File: src/rtl/ristretto_trap_sequencer_if.sv
// Redirect handshake between the trap sequencer (master) and the execution control unit (slave).
interface ristretto_trap_sequencer_if #(
    parameter int AddrWidth = 32
);
    logic                 trap_req_o;
    logic                 trap_ack_i;
    logic [AddrWidth-1:0] trap_address_o;

    modport master (output trap_req_o, output trap_address_o, input trap_ack_i);
    modport slave  (input trap_req_o, input trap_address_o, output trap_ack_i);
endinterface

File: src/rtl/ristretto_trap_sequencer.sv
// Trap sequencer: arbitrates exceptions, MRET and interrupts, then holds the redirect until acked.
// Optional: RISTRETTO_TCU_LOCAL_EDGE_EN makes local interrupt lines rising-edge, sticky pending bits.
module ristretto_trap_sequencer #(
    parameter int DataWidth   = 32,
    parameter int AddrWidth   = 32,
    parameter int NumLocalIrq = 16
) (
    input  logic                                        clk_i,
    input  logic                                        rstn_i,
    input  logic                                        priv_lvl_i,
    input  logic [AddrWidth-1:0]                        exc_pc_i,
    input  logic [AddrWidth-1:0]                        next_pc_i,
    input  logic [DataWidth-1:0]                        fault_instr_i,
    input  logic [AddrWidth-1:0]                        lsu_fault_addr_i,
    input  logic [1:0]                                  instr_exception_i,
    input  logic [1:0]                                  lsu_exception_i,
    input  logic [1:0]                                  env_exception_i,
    input  logic                                        sw_intr_i,
    input  logic                                        tim_intr_i,
    input  logic                                        ext_intr_i,
    input  logic [(NumLocalIrq > 0 ? NumLocalIrq : 1)-1:0] local_intr_i,
    input  logic                                        mstatus_mie_i,
    input  logic                                        mstatus_mpie_i,
    input  logic                                        mstatus_mpp_i,
    input  logic [16+NumLocalIrq-1:0]                   mie_bits_i,
    input  logic [AddrWidth-1:0]                        mtvec_i,
    input  logic [AddrWidth-1:0]                        mepc_i,
    ristretto_trap_sequencer_if.master                  redirect,
    output logic [16+NumLocalIrq-1:0]                   mip_o,
    output logic                                        csr_we_o,
    output logic [DataWidth-1:0]                        mcause_o,
    output logic [DataWidth-1:0]                        mtval_o,
    output logic [AddrWidth-1:0]                        mepc_o,
    output logic [2:0]                                  trap_state_o,
    output logic                                        busy_o
);
    localparam int IrqW = 16 + NumLocalIrq;

    typedef enum logic {IDLE, REQ} state_t;
    state_t state;

    logic [IrqW-1:0]      irq_pend;
    logic [IrqW-1:0]      mip_d;
    logic                 irq_hit, exc_hit, is_mret, is_irq, ev;
    logic [4:0]           irq_code, exc_code;
    logic [DataWidth-1:0] exc_tval;
    logic [AddrWidth-1:0] base, irq_tgt;

    // Interrupts are arbitrated from the registered pending view, never the raw lines.
    assign irq_pend = mstatus_mie_i ? (mip_o & mie_bits_i) : '0;
    assign base     = {mtvec_i[AddrWidth-1:2], 2'b00};

    always_comb begin
        irq_hit  = 1'b0;
        irq_code = 5'd0;
        if (irq_pend[11]) begin
            irq_hit  = 1'b1;
            irq_code = 5'd11;
        end else if (irq_pend[3]) begin
            irq_hit  = 1'b1;
            irq_code = 5'd3;
        end else if (irq_pend[7]) begin
            irq_hit  = 1'b1;
            irq_code = 5'd7;
        end else begin
            for (int i = 0; i < NumLocalIrq; i++) begin
                if (!irq_hit && irq_pend[16+i]) begin
                    irq_hit  = 1'b1;
                    irq_code = 5'(16 + i);
                end
            end
        end
    end

    always_comb begin
        exc_hit  = 1'b1;
        exc_code = 5'd0;
        exc_tval = '0;
        is_mret  = 1'b0;
        if (instr_exception_i[1]) begin
            exc_code = 5'd2;
            exc_tval = fault_instr_i;
        end else if (instr_exception_i[0]) begin
            exc_code = 5'd0;
            exc_tval = fault_instr_i;
        end else if (lsu_exception_i[0]) begin
            exc_code = 5'd4;
            exc_tval = DataWidth'(lsu_fault_addr_i);
        end else if (lsu_exception_i[1]) begin
            exc_code = 5'd6;
            exc_tval = DataWidth'(lsu_fault_addr_i);
        end else if (env_exception_i[0]) begin
            exc_code = priv_lvl_i ? 5'd11 : 5'd8;
        end else begin
            exc_hit = 1'b0;
            is_mret = env_exception_i[1];
        end
    end

    assign is_irq  = !exc_hit && !is_mret && irq_hit;
    assign ev      = exc_hit || is_mret || irq_hit;
    assign irq_tgt = (mtvec_i[1:0] == 2'b01) ? base + AddrWidth'({irq_code, 2'b00}) : base;

`ifdef RISTRETTO_TCU_LOCAL_EDGE_EN
    logic [(NumLocalIrq > 0 ? NumLocalIrq : 1)-1:0] local_prev;
    logic                                           take_now;

    assign take_now = (state == IDLE) && is_irq;

    always_ff @(posedge clk_i or negedge rstn_i) begin
        if (!rstn_i) local_prev <= '0;
        else         local_prev <= local_intr_i;
    end
`endif

    always_comb begin
        mip_d     = '0;
        mip_d[3]  = sw_intr_i;
        mip_d[7]  = tim_intr_i;
        mip_d[11] = ext_intr_i;
        for (int i = 0; i < NumLocalIrq; i++) begin
`ifdef RISTRETTO_TCU_LOCAL_EDGE_EN
            // A new edge in the same cycle as the take re-arms the line.
            mip_d[16+i] = (mip_o[16+i] & ~(take_now && irq_code == 5'(16 + i)))
                        | (local_intr_i[i] & ~local_prev[i]);
`else
            mip_d[16+i] = local_intr_i[i];
`endif
        end
    end

    always_ff @(posedge clk_i or negedge rstn_i) begin
        if (!rstn_i) mip_o <= '0;
        else         mip_o <= mip_d;
    end

    always_ff @(posedge clk_i or negedge rstn_i) begin
        if (!rstn_i) begin
            state                   <= IDLE;
            busy_o                  <= 1'b0;
            csr_we_o                <= 1'b0;
            mcause_o                <= '0;
            mtval_o                 <= '0;
            mepc_o                  <= '0;
            trap_state_o            <= '0;
            redirect.trap_req_o     <= 1'b0;
            redirect.trap_address_o <= '0;
        end else begin
            csr_we_o <= 1'b0;
            case (state)
                IDLE: if (ev) begin
                    state               <= REQ;
                    busy_o              <= 1'b1;
                    csr_we_o            <= 1'b1;
                    redirect.trap_req_o <= 1'b1;
                    if (is_mret) begin
                        // mcause/mtval keep the last trap's values.
                        redirect.trap_address_o <= mepc_i;
                        mepc_o                  <= mepc_i;
                        trap_state_o            <= {mstatus_mpie_i, 1'b1, mstatus_mpp_i};
                    end else if (is_irq) begin
                        redirect.trap_address_o <= irq_tgt;
                        mepc_o                  <= next_pc_i;
                        mcause_o                <= {1'b1, (DataWidth-6)'(0), irq_code};
                        mtval_o                 <= '0;
                        trap_state_o            <= {1'b0, mstatus_mie_i, priv_lvl_i};
                    end else begin
                        redirect.trap_address_o <= base;
                        mepc_o                  <= exc_pc_i;
                        mcause_o                <= {1'b0, (DataWidth-6)'(0), exc_code};
                        mtval_o                 <= exc_tval;
                        trap_state_o            <= {1'b0, mstatus_mie_i, priv_lvl_i};
                    end
                end
                REQ: if (redirect.trap_ack_i) begin
                    state               <= IDLE;
                    busy_o              <= 1'b0;
                    redirect.trap_req_o <= 1'b0;
                end
                default: state <= IDLE;
            endcase
        end
    end
endmodule
File: src/flat_wrapper.sv
// flat-port wrapper written by rule: the top's interface ports become plain ports
module ristretto_trap_sequencer_flat 
#(
    parameter int DataWidth   = 32,
    parameter int AddrWidth   = 32,
    parameter int NumLocalIrq = 16
)
  (clk_i, rstn_i, priv_lvl_i, exc_pc_i, next_pc_i, fault_instr_i, lsu_fault_addr_i, instr_exception_i, lsu_exception_i, env_exception_i, sw_intr_i, tim_intr_i, ext_intr_i, local_intr_i, mstatus_mie_i, mstatus_mpie_i, mstatus_mpp_i, mie_bits_i, mtvec_i, mepc_i, mip_o, csr_we_o, mcause_o, mtval_o, mepc_o, trap_state_o, busy_o, redirect_trap_req_o, redirect_trap_address_o, redirect_trap_ack_i);
  ristretto_trap_sequencer_if #(.AddrWidth(AddrWidth)) redirect_i ();
  input  logic clk_i;
  input  logic rstn_i;
  input  logic priv_lvl_i;
  input  logic [AddrWidth-1:0] exc_pc_i;
  input  logic [AddrWidth-1:0] next_pc_i;
  input  logic [DataWidth-1:0] fault_instr_i;
  input  logic [AddrWidth-1:0] lsu_fault_addr_i;
  input  logic [1:0] instr_exception_i;
  input  logic [1:0] lsu_exception_i;
  input  logic [1:0] env_exception_i;
  input  logic sw_intr_i;
  input  logic tim_intr_i;
  input  logic ext_intr_i;
  input  logic [(NumLocalIrq > 0 ? NumLocalIrq : 1)-1:0] local_intr_i;
  input  logic mstatus_mie_i;
  input  logic mstatus_mpie_i;
  input  logic mstatus_mpp_i;
  input  logic [16+NumLocalIrq-1:0] mie_bits_i;
  input  logic [AddrWidth-1:0] mtvec_i;
  input  logic [AddrWidth-1:0] mepc_i;
  output logic [16+NumLocalIrq-1:0] mip_o;
  output logic csr_we_o;
  output logic [DataWidth-1:0] mcause_o;
  output logic [DataWidth-1:0] mtval_o;
  output logic [AddrWidth-1:0] mepc_o;
  output logic [2:0] trap_state_o;
  output logic busy_o;
  output wire logic [$bits(redirect_i.trap_req_o)-1:0] redirect_trap_req_o;
  output wire logic [$bits(redirect_i.trap_address_o)-1:0] redirect_trap_address_o;
  input wire logic [$bits(redirect_i.trap_ack_i)-1:0] redirect_trap_ack_i;
  assign redirect_trap_req_o = redirect_i.trap_req_o;
  assign redirect_trap_address_o = redirect_i.trap_address_o;
  assign redirect_i.trap_ack_i = redirect_trap_ack_i;
  ristretto_trap_sequencer #(.DataWidth(DataWidth), .AddrWidth(AddrWidth), .NumLocalIrq(NumLocalIrq)) u_core (.clk_i(clk_i), .rstn_i(rstn_i), .priv_lvl_i(priv_lvl_i), .exc_pc_i(exc_pc_i), .next_pc_i(next_pc_i), .fault_instr_i(fault_instr_i), .lsu_fault_addr_i(lsu_fault_addr_i), .instr_exception_i(instr_exception_i), .lsu_exception_i(lsu_exception_i), .env_exception_i(env_exception_i), .sw_intr_i(sw_intr_i), .tim_intr_i(tim_intr_i), .ext_intr_i(ext_intr_i), .local_intr_i(local_intr_i), .mstatus_mie_i(mstatus_mie_i), .mstatus_mpie_i(mstatus_mpie_i), .mstatus_mpp_i(mstatus_mpp_i), .mie_bits_i(mie_bits_i), .mtvec_i(mtvec_i), .mepc_i(mepc_i), .redirect(redirect_i), .mip_o(mip_o), .csr_we_o(csr_we_o), .mcause_o(mcause_o), .mtval_o(mtval_o), .mepc_o(mepc_o), .trap_state_o(trap_state_o), .busy_o(busy_o));
endmodule
File: config.mk
export PLATFORM = sky130hd
export DESIGN_NAME = ristretto_trap_sequencer_flat
export DESIGN_NICKNAME = d
export VERILOG_FILES = /design/src/rtl/ristretto_trap_sequencer_if.sv /design/src/rtl/ristretto_trap_sequencer.sv /design/src/flat_wrapper.sv
export SDC_FILE = /design/constraint.sdc
export NUM_CORES = 1
export LEC_CHECK = 0
export CORE_ASPECT_RATIO = 0.6
export CORE_MARGIN = 8
export CORE_UTILIZATION = 30
export CTS_BUF_LIST = sky130_fd_sc_hd__clkbuf_8
export DETAILED_ROUTE_END_ITERATION = 6
export PLACE_DENSITY = 0.72
export SYNTH_ARGS = -nofsm -noshare
export SYNTH_HDL_FRONTEND = slang
export SYNTH_SLANG_ARGS = --single-unit
File: constraint.sdc
create_clock -name clk_i -period 4.49 [get_ports clk_i]
set_input_delay 1.347 -clock clk_i [delete_from_list [all_inputs] [get_ports clk_i]]
set_output_delay 1.347 -clock clk_i [all_outputs]
set_load 0.005 [all_outputs]
==> results.sh <==
export IMPL_drv_cap=0
export IMPL_critical_path_top_delay_family="compound AO/OA/AOI/OAI gates"
export IMPL_final_setup_viol_count=1
export IMPL_period_share_pct=100
export IMPL_peakVddDrop_v=0.000233
export IMPL_fin_area_um2=11800
export IMPL_slowest_delay_ns=0.43
export IMPL_cts_buffers=17
export IMPL_clock_latency_ns=0.46
export IMPL_first_iter_violations=595
export IMPL_yosys_area_share_adder_pct=1.16
export IMPL_synth_compound_area_share_pct=22.0
export IMPL_crit_chain="clkdlybuf4s50_1 > a22o_4 > o41ai_4 > nor2b_4 > or2_2 > ha_1 > inv_1 > fa_2 > nor2b_2 > o31a_1 > o211ai_1 > buf_4 > o31a_1 > nor3_1 > o21ai_0"
export IMPL_tightest_slew_ns=0.852
export IMPL_critPathLaunchType="input pin"
export IMPL_wl_met1_um=13400
export IMPL_worstHoldPathType="reg -> reg"
export IMPL_ys_types=64
export IMPL_area_growth_pct=66.7
export IMPL_cp_arrival_ns=4.83
export IMPL_root_buffer="clkbuf_8"
export IMPL_core_area_um2=23200
export IMPL_top_layer_used="met5"
export IMPL_cts_sinks=127
export IMPL_syn_area_per_cell_um2=9.51
export IMPL_power_switching_mw=1.03
export IMPL_antenna_found_initial=1
export IMPL_synth_top_cell_area_share_pct=44.7
export IMPL_synth_top_area_cell="dfrtp_1"
export IMPL_cp_buffers_inverters=3
export IMPL_wl_per_cell_um=21.9
export IMPL_grt_pass1_wl_um=46800
export IMPL_fin_crit_ns=4.50
export IMPL_die_w_um=215
export IMPL_pwr_share_clk_pct=30.2
export IMPL_hold_viol_final=0
export IMPL_diodes=0
export IMPL_synth_xor_area_share_pct=1.11
export IMPL_clock_path_buffers=2
export IMPL_grt_use_total_pct=21.0
export IMPL_drive_gt1_share_pct=11.0
export IMPL_setup_ws_ns=-0.00716
export IMPL_failed_checks="setup timing"
export IMPL_htreeDepth=4
export IMPL_nets=1398
export IMPL_io_pins=422
export IMPL_skew_ns=0.0134
export IMPL_synth_area_mux_share_pct=5.51
export IMPL_crit_slowest_cell="clkdlybuf4s50_1"
export IMPL_switching_share_pct=29.7
export IMPL_p_int_mw=2.45
export IMPL_start_util_pct=30.6
export IMPL_ant_nets=0
export IMPL_ys_warn_count=0
export IMPL_worst_setup_path_end_kind="register"
export IMPL_cp_common_cell="o31a_1"
export IMPL_syn_inst=747
export IMPL_vias=7496
export IMPL_grt_pass1_vias=7464
export IMPL_async_flop_share_pct=100
export IMPL_drc_errors=0
export IMPL_synth_main_ff_cell="dfrtp_1"
export IMPL_gp_congestion=0.910
export IMPL_power_density_nw_per_um2=294
export IMPL_timing_slew_headroom_pct=43.2
export IMPL_routed_wl_um=32000
export IMPL_tritoncts="done"
export IMPL_fmax_mhz=222
export IMPL_rsz0062_at_grt="yes"
export IMPL_p_comb_share_pct=30.5
export IMPL_leakage_nw=4.62
export IMPL_status="finished, violations left"
export IMPL_vias_per_cell=5.12
export IMPL_yosys_top_cells_area="dfrtp_1 45%, mux2i_1 5.4%, o21ai_0 4.9%"
export IMPL_dp_hpwl_um=25200
export IMPL_r2r_setup_slack_ns=0.84
export IMPL_place_inst=1427
export IMPL_synth_seq_cells=127
export IMPL_synth_top_family_by_area="compound AO/OA/AOI/OAI gates"
export IMPL_layout_cells_non_filler=1463
export IMPL_required_ns=4.82
export IMPL_clkSlewWorstSetupHoldPaths_ns=0.09
export IMPL_cp_max_fo=5
export IMPL_io_buffers=369
export IMPL_seq_area_frac_synth_pct=44.7
export IMPL_final_util_pct=51.1
export IMPL_synthSimpleGateAreaFrac_pct=17.0
export IMPL_met3WireLength_um=2600
export IMPL_place_area_um2=11300
export IMPL_seqPwrFrac_pct=39.3
export IMPL_synth_edf_count=0
export IMPL_power_mw=3.48
export IMPL_gr_total_overflow=0
export IMPL_slew_violations=0
export IMPL_die_h_um=135
export IMPL_first_pass_iters=5
export IMPL_syn_area_um2=7100
export IMPL_grt_start_max_net_pins=85
export IMPL_rows=43
export IMPL_critical_path_class="in -> reg"
export IMPL_wl_met2_um=15600
export IMPL_die_area_um2=29000
[layer usage]
metal,vias to the layer above,track usage (%)
met5,-,0
met4,2,4.67
met3,28,6.98
met2,379,35.7
met1,3596,25.8
li1,3491,-
[state kept, by name, summed over array words and instances, names as in the netlist]
signal	cells
u_core.mtval_o	32
u_core.mepc_o	32
u_core.mip_o	19
u_core.mcause_o	6
u_core.trap_state_o	3
u_core.busy_o	1
u_core.csr_we_o	1
u_core.redirect.trap_address_o	32
u_core.state	1
[through the flow]
step,hold WS (ns),worst slack [ns],TNS [ns]
2_1_floorplan,0.463,0.197,0
3_3_place_gp,0.453,-0.395,-5.53
5_1_grt,0.519,-0.107,-0.253
6_report,0.484,-0.00716,-0.00716
4_1_cts,0.488,0.0739,0
3_5_place_dp,0.468,-0.520,-6.90
[area by class of cell]
cell class                      instances  area [um^2]
Fill cell                            2160        11300
Timing Repair Buffer                  425         4220
Multi-Input combinational cell        556         3610
Sequential cell                       127         3180
Tap cell                              315          394
Clock buffer                           17          234
Clock inverter                         14          168
Inverter                                9         33.8
[cell families (layout without fill, tap and decap cells)]
kind of cell,after synthesis,after routing
XOR/XNOR,9,9
multiplexers,39,39
other,1,39
flip-flops,127,127
AO/OA/AOI/OAI,221,221
adder cells (fa/ha/maj),6,6
AND/OR/NAND/NOR,242,242
buffers and inverters,102,465
[timing repair]
action,in CTS,in global routing
endpoints found under the setup margin,1,11
setup buffers,0,5
resized for setup,1,18
pin swaps,0,7
hold buffers,0,0
hold endpoints to repair,0,0
[worst reg2reg max path: cells and delay by family (launching register included)]
family,cells,cell delay (ns)
flops,1,0.45
buf+inv,2,0.31
simple gates,4,0.61
fa+ha+maj,2,0.51
compound gates,6,1.67
[power by group through the flow]
stage / logic (mW) / clock network, mW / registers (mW)
2_1_floorplan: 0.330 / 0 / 1.39
6_report: 1.06 / 1.05 / 1.37
3_3_place_gp: 1.04 / 0 / 1.38
5_1_grt: 1.14 / 1.13 / 1.39
3_5_place_dp: 1.05 / 0 / 1.39
4_1_cts: 1.06 / 1.09 / 1.37
[placed cells by master, fill, tap and decap left out, types with 8 or more instances in the layout]
cell type,n
nand4_1,14
o21ai_0,70
buf_4,48
clkdlybuf4s50_1,366
nor3_1,18
nand2_1,55
nor2_1,80
mux2i_1,38
o31a_1,13
buf_12,8
a22oi_1,42
a221oi_1,32
conb_1,39
dfrtp_1,127
nand3_1,14
inv_1,8
nor4_1,20
clkbuf_8,17
a21oi_1,9
xnor2_1,8
[synth_stat cells, types with 2 or more instances]
| cell | number |
|---|---|
| nand2b_1 | 5 |
| a22o_1 | 10 |
| a22oi_1 | 43 |
| ha_1 | 5 |
| xnor2_1 | 8 |
| o21ai_0 | 70 |
| o21ai_2 | 2 |
| o311ai_0 | 3 |
| nand3_1 | 14 |
| a221oi_1 | 32 |
| nor4_4 | 2 |
| dfrtp_1 | 127 |
| o31ai_1 | 2 |
| mux2i_1 | 38 |
| nor2b_1 | 2 |
| o21ai_1 | 6 |
| and3_1 | 8 |
| a31oi_1 | 5 |
| nor4_1 | 21 |
| a32o_1 | 4 |
| or2_2 | 2 |
| or3_1 | 2 |
| buf_6 | 4 |
| clkbuf_1 | 27 |
| and2_1 | 3 |
| a211oi_1 | 3 |
| a21o_1 | 2 |
| inv_1 | 8 |
| o211ai_1 | 6 |
| nor4b_2 | 2 |
| buf_4 | 42 |
| o31a_1 | 13 |
| nor2_1 | 84 |
| nand2_1 | 55 |
| nor3_1 | 18 |
| buf_2 | 19 |
| nand4_1 | 14 |
| a21oi_1 | 10 |
[worst paths after layout]
kind / start / end / cells after the start
max in group asynchronous: rstn_i / u_core.redirect.trap_address_o[12] / 2
max: mie_bits_i[18] / u_core.redirect.trap_address_o[28] / 15
max reg2reg: u_core.mip_o[22] / u_core.redirect.trap_address_o[28] / 14
min: u_core.trap_state_o[2] / u_core.trap_state_o[2] / 2
min in group asynchronous: rstn_i / u_core.redirect.trap_address_o[19] / 1
min reg2reg: u_core.trap_state_o[2] / u_core.trap_state_o[2] / 2
Note: power is estimated with default switching activity, not from simulation.
